### src/rtl/fifo_write_arbiter.sv
// Round-robin arbiter that hands a shared FIFO write port to one requester
// at a time, for bursts of up to max_burst words, stalling on FIFO full.
module fifo_write_arbiter #(
  parameter int data_width = 6,
  parameter int num_req    = 4,
  parameter int max_burst  = 4
) (
  input  logic                          clk,
  input  logic                          reset,
  input  logic [num_req-1:0]            req,
  input  logic [num_req*data_width-1:0] req_data,
  input  logic                          full,
  output logic [num_req-1:0]            grant,
  output logic                          write_enable,
  output logic [data_width-1:0]         write_data,
  output logic [1:0]                    active_id,
  output logic                          busy
);

  localparam int cnt_w = $clog2(max_burst) + 1;

  typedef enum logic {IDLE = 1'b0, SERVE = 1'b1} state_e;

  // Handshake: a word is transferred on every cycle write_enable is high;
  // full is the FIFO's ready (inverted) and is never overridden.
  state_e             state_q, state_d;
  logic [num_req-1:0] grant_q, grant_d;
  logic [1:0]         active_id_q, active_id_d;
  logic [cnt_w-1:0]   beat_q, beat_d;
  logic [1:0]         rr_ptr_q, rr_ptr_d;
  logic [1:0]         pick_idx;
  logic [1:0]         cand;
  logic               burst_done;

  // Lowest offset from rr_ptr wins, so scan offsets from highest to lowest.
  always_comb begin
    pick_idx = '0;
    cand     = '0;
    for (int k = num_req - 1; k >= 0; k--) begin
      cand = 2'((int'(rr_ptr_q) + k) % num_req);
      if (req[cand]) pick_idx = cand;
    end
  end

  assign write_enable = (state_q == SERVE) & req[active_id_q] & ~full;
  assign write_data   = req_data[int'(active_id_q)*data_width +: data_width];
  assign burst_done   = write_enable && (beat_q == cnt_w'(max_burst - 1));

  always_comb begin
    state_d     = state_q;
    grant_d     = grant_q;
    active_id_d = active_id_q;
    beat_d      = beat_q;
    rr_ptr_d    = rr_ptr_q;
    case (state_q)
      IDLE: begin
        grant_d = '0;
        if (|req) begin
          state_d     = SERVE;
          grant_d     = num_req'(1) << pick_idx;
          active_id_d = pick_idx;
          beat_d      = '0;
        end
      end
      SERVE: begin
        if (!req[active_id_q] || burst_done) begin
          state_d     = IDLE;
          grant_d     = '0;
          active_id_d = '0;
          rr_ptr_d    = 2'((int'(active_id_q) + 1) % num_req);
        end else if (write_enable) begin
          beat_d = beat_q + cnt_w'(1);
        end
      end
      default: state_d = IDLE;
    endcase
  end

  always_ff @(posedge clk or posedge reset) begin
    if (reset) begin
      state_q     <= IDLE;
      grant_q     <= '0;
      active_id_q <= '0;
      beat_q      <= '0;
      rr_ptr_q    <= '0;
    end else begin
      state_q     <= state_d;
      grant_q     <= grant_d;
      active_id_q <= active_id_d;
      beat_q      <= beat_d;
      rr_ptr_q    <= rr_ptr_d;
    end
  end

  assign grant     = grant_q;
  assign active_id = active_id_q;
  assign busy      = (state_q == SERVE);

endmodule
### config.mk
export PLATFORM = sky130hd
export DESIGN_NAME = fifo_write_arbiter
export DESIGN_NICKNAME = d
export VERILOG_FILES = /design/src/rtl/fifo_write_arbiter.sv
export SDC_FILE = /design/constraint.sdc
export NUM_CORES = 1
export LEC_CHECK = 0
export BUFFER_PORTS_ARGS = -buffer_cell sky130_fd_sc_hd__buf_2
export CAP_MARGIN = 10
export CORE_MARGIN = 3
export CORE_UTILIZATION = 43
export DETAILED_ROUTE_END_ITERATION = 6
export PLACE_DENSITY = 0.89
export SKIP_LAST_GASP = 1
export SYNTH_ARGS = -nofsm -noshare
export SYNTH_HDL_FRONTEND = slang
export SYNTH_SLANG_ARGS = --single-unit
### constraint.sdc
create_clock -name clk -period 1.7 [get_ports clk]
set_input_delay 0.34 -clock clk [delete_from_list [all_inputs] [get_ports clk]]
set_output_delay 0.34 -clock clk [all_outputs]
set_load 0.02 [all_outputs]
Word-level counts from Yosys, hierarchy flattened
Cells that the tools add are included.
{"block": "word_totals", "ff_bits": 12, "inputBits": 31, "elab_cells": 61}
{"block": "classes", "addsub": 5, "mul": 1, "order_cmp": 5, "n_eq_ne": 5, "n_shift": 2, "mux": 27, "n_bitwise": 4, "reduce_logical": 7}
{"operator": "$shiftx A24 B6 Y6", "count": 1}
{"operator": "$lt A2 B3 Y1 const B", "count": 5}
{"operator": "$mux W2", "count": 6}
{"operator": "$bmux W1 S2", "count": 5}
{"operator": "$mux W3", "count": 3}
{"operator": "$mux W4", "count": 2}
{"operator": "$pmux W4 S2", "count": 1}
{"operator": "$mux W1", "count": 7}
{"operator": "$ne A2 B2 Y1 const B", "count": 3}
{"operator": "$pmux W3 S2", "count": 1}
{"operator": "$add A2 B1 Y2 const B", "count": 2}
{"operator": "$add A2 B2 Y2 const B", "count": 2}
{"operator": "$mul A2 B2 Y4 const B", "count": 1}
{"operator": "$pmux W2 S2", "count": 1}
{"operator": "$reduce_and A2 Y1", "count": 2}
{"operator": "$reduce_or A4 Y1", "count": 1}
{"operator": "$shl A1 B2 Y4 const A", "count": 1}
{"operator": "$add A3 B1 Y3 const B", "count": 1}
{"operator": "$eq A3 B2 Y1 const B", "count": 1}
{"operator": "$reduce_and A3 Y1", "count": 1}
{"operator": "$and A1 B1 Y1", "count": 2}
{"operator": "$ne A2 B1 Y1 const B", "count": 1}
{"operator": "$not A1 Y1", "count": 2}
{"operator": "$pmux W1 S2", "count": 1}
{"operator": "3 further kinds", "count": 3}

Depth between registers and ports, before layout
{"block": "depth", "ltp_word": 10, "depth_mapped": 6}

Worst setup path before layout
OpenSTA, ideal clock, no wires.
{"block": "synth_path", "path_kind": "reg2reg", "startpoint": "reg active_id_q[1] (netlist: active_id[1])", "endpoint": "reg active_id_q[1] (netlist: active_id[1])", "setup_ps": 120, "arrival_ps": 1602, "t_required_ps": 1580, "setup_slack_ps": -22, "stages_incl_launch_ff": 5, "n_path_buf": 1, "period_less_slack_ps": 1722, "path_cell_list": "dfrtp_1 > buf_6 > mux4_2 > a21o_2 > a31o_2"}
{"block": "synth_via", "elab_chain_cells": 8, "word_cells_on_any_way": 9, "classes_between": "eq/ne (1); mux (2); bitwise (2); reduce/logical (4)"}
{"item": "from (decl)", "line_no": "28", "text": "logic [1:0] active_id_q, active_id_d;"}
{"item": "from (signal assigned)", "line_no": "89", "text": "active_id_q <= active_id_d;"}
{"item": "$bmux W1 S2 (*)", "line_no": "45, 66"}
{"item": "$mux W1 (implied by the code) (*)", "line_no": "45, 66"}
{"item": "$and A1 B1 Y1 (2 in a row)", "line_no": "45", "text": "assign write_enable = (state_q == SERVE) & req[active_id_q] & ~full;"}
{"item": "$logic_and A1 B1 Y1", "line_no": "47", "text": "assign burst_done = write_enable && (beat_q == cnt_w'(max_burst - 1));"}
{"item": "$logic_or A1 B1 Y1 (*)", "line_no": "66", "text": "if (!req[active_id_q] || burst_done) begin"}
{"item": "$ne A2 B1 Y1 (no line) (*)"}
{"item": "$reduce_and A2 Y1 (no line) (*)"}
Every way passes the cells marked *; elsewhere a longest branch is shown, timed or not. The select of a mux whose other input is x is not followed.
A chain may end at the register's enable or synchronous reset.

Final worst setup path
{"block": "layout_path", "startpoint": "reg active_id_q[0] (netlist: active_id[0])", "endpoint": "out write_data[0]"}
{"block": "layout_via", "elab_chain_cells": 2}
{"item": "$mul A2 B2 Y4", "line_no": "46", "text": "assign write_data = req_data[int'(active_id_q)*data_width +: data_width];"}
{"item": "$shiftx A24 B6 Y6", "line_no": "46"}
{"item": "to (decl)", "line_no": "15", "text": "output logic [data_width-1:0] write_data,"}
No other way between the ends.

==> summary.txt <==
Route
  – DRT Wirelength: ~2200 um
  – Vias per cell: 5.260
  – Drt pass-1 iters: 4
  – DR DRC count: 0
  – Vias: between 700 and 800
  – Routed Antenna Nets: 0
  – DRT iter0 DRCs: 13
  – Routed wire length per instance: 15.05 um

Critical path
  – Most common cell on crit path: buf_6
  – Startpoint types: flip-flop
  – Max FO, Critical Path: 7
  – RR Startpoint: active_id[1]
  – R2R Setup Slk: 0.05 ns
  – Crit path launch: active_id[0]
  – CP arrival: 1.45 ns
  – CP endpoint kind: output pin
  – WP data required: 1.36 ns
  – CP max stage cell: mux4_2
  – CP Buf/Inv Count: 2
  – Worst path top cell family by delay: multiplexers
  – Worst path max stage delay: a little over 0.5 ns
  – Crit-path cells: buf_6 -> mux4_2 -> buf_6
  – Setup CP Type: flip-flop to output pin

Timing
  – Min cycle time layout: ~1.8 ns
  – Fin. Hold Viols: 0
  – Setup skew after layout: 0.01096 ns
  – Setup Total Neg Slack: -0.5863 ns
  – Max-slew violation count: 0
  – FMAX: around 0.56 GHz
  – Worst slew pin tran: roughly 0.45 ns
  – Setup ws final: -0.08971 ns
  – Final period util: 105.3%
  – RSZ-0062 raised after global routing: yes
  – Max-slew headroom: ~70%
  – Final setup viols: 7

Layout
  – Final nets: 155
  – Share of cells above drive strength 1: between 50% and 60%
  – Fillers: between 150 and 200
  – Finished Layout Cells: 146
  – ANT cells: 0
  – P&R area growth vs syn: 41.49%

Synth
  – Post-Synth Adder-Cell Area: 3.096%
  – Ys async rst share: 100.0%
  – Share of Yosys cell area claimed by the top area cell type: between 30% and 40%
  – Post-synthesis xor/xnor area fraction: 1.084%
  – EDFF count, synth: 0
  – Largest family of logic cells by synthesized area: multiplexers
  – Simple-gate share of the synthesized area: between 10 and 15%
  – Synth Area in Compound Gates: about an eighth
  – Synth area leaders: dfrtp_1 (37%), mux4_1 (20%), mux2i_1 (5.0%)
  – Dominant synthesized flop cell: dfrtp_1
  – Register area share after synthesis: a little under two fifths
  – Commonest cells in the netlist: dfrtp_1 (12), nand2_1 (9), mux4_1 (6)
  – Synth unique cells: 25
  – Proportion of synthesized area in mux cells: 27.24%
  – Netlist Area Pre-Place: roughly 810 um^2
  – Cells after synthesis: 71
  – Syn_nets: 104
  – Avg Synthesized Cell Area: ~11 um^2
  – Most common cell in the netlist: dfrtp_1
  – Area leader, netlist: dfrtp_1
  – Warnings, synthesis: 0
  – Synth Register Bits: 12

Placement
  – GPL Wtd Cong: about 0.9
  – Post-placement cell count: between 100 and 150
  – Hpwl dp: approximately 1700 um
  – Port Buf Inserts: between 40 and 50

Clocking
  – Clk sinks: 12
  – Clock slew at reported path FFs: 0.08 ns
  – CTS tree: yes
  – CTS Buf Count: 3
  – CTS root buf: clkbuf_4
  – Max Buffers Root-to-Sink: 2
  – Worst skew pair latency: roughly 0.27 ns
  – # H-tree levels: 1

Floorplan
  – Die W: around 49 um
  – Die Area: between 2000 and 2500 um^2
  – Row Count: 15
  – Initial core utilization: between 40 and 50%
  – CORE AREA: about 1700 um^2
  – IO Pins: 45
  – Die Ht: just under 50 um

Global route
  – Initial antenna violation count: 0
  – Largest net degree at the start of global routing: 13
  – First-pass GRT wire length: 3767 um
  – GRT overflow: 0
  – Vias in the first global route: 846
  – Gr usage total: 20.08%

Worst hold path
  – HP Class: input pin to async pin

Flow run
  – Max Cap Viol: 0

Power
  – PD cells: between 1500 and 2000 nW/um^2
  – Static Leakage: 0.5829 nW
  – Power Total: approximately 1.9 mW
  – Worst IR drop on VDD: approximately 700 uV

Status
  – Failing checks: setup timing
  – Status: finished, violations left
## final timing paths
check / endpoint / cells past startpoint
worst max-delay path: write_data[0] / 3
worst min-delay path: grant[3] / 2
worst max register to register: grant[2] / 4
worst min register to register: grant[1] / 2
max in group asynchronous: active_id[1] / 2
min in group clk: grant[1] / 2
## sequential cells by signal (all words and copies together) (netlist names)
name       flops
grant          4
beat_q         3
active_id      2
rr_ptr_q       2
busy           1
## stage by stage
stage               hold slack, ns  instance area, um^2  util (%)  setup slack (ns)
CTS                        0.06487                 1132     64.87           -0.1015
global placement            0.3499                 1070     61.29            0.1184
global route               0.07860                 1144     65.52           -0.1677
detailed placement          0.3642                 1070     61.29           0.08772
finish                     0.05832                 1144     65.52          -0.08971
floorplan                   0.2046                809.5         -         -0.006853
## worst reg2reg max path, cell delays in order, from the launching register on
cell and delay [ns]:
dfrtp_2 0.38, mux4_2 0.52, buf_4 0.16, and3_2 0.24, a22o_1 0.24
## cell type report
type                            instances  area [um^2]  area share (%)
Sequential cell                        12        301.5           26.37
Timing Repair Buffer                   49        305.3           26.70
Tap cell                               25        31.28           2.735
Inverter                                5        18.77           1.641
Multi-Input combinational cell         51        450.4           39.39
Clock buffer                            4        36.28           3.173
## cells by family (layout without fill, tap and decap cells)
kind of cell,count (synthesis),in the layout
compound gates,14,14
xor+xnor,1,1
fa+ha+maj,2,2
buf+inv,8,58
flops,12,12
mux,11,11
simple gates,23,23
## layer usage
metal / global-route usage (%) / wire length [um]
met5: 0 / 0
met1: 22.29 / 908
met4: 6.161 / 0
met2: 37.72 / 1227
met3: 3.976 / 61
## power breakdown
group	internal, mW	switching [mW]
Combinational	0.573	0.591
Sequential	0.403	0.0952
Clock	0.130	0.0907
Total	1.11	0.777
## cells in the final DEF (no fill, tap or decap), types with 2 or more instances in the layout
cell      netlist  final
ha_1            2      2
nor2_1          3      2
nand2b_1        4      4
buf_2           2     37
nand2_1         9      8
o21ai_0         5      5
a22o_1          2      2
mux2i_1         4      4
buf_4           0      4
buf_6           1      8
a21oi_1         2      2
nor3_1          2      2
inv_1           5      5
dfrtp_1        12     11
or3_1           2      2
clkbuf_4        0      3
mux4_2          1      7
## repair_timing
action                                  in CTS  in global routing
endpoints found under the setup margin       7                  7
gates cloned                                 0                  0
pin swaps                                    1                  2
hold buffers                                 0                  0
setup buffers                                1                  0
gates resized for setup                     19                  4
No activity file was read; power rests on OpenSTA's default activity.
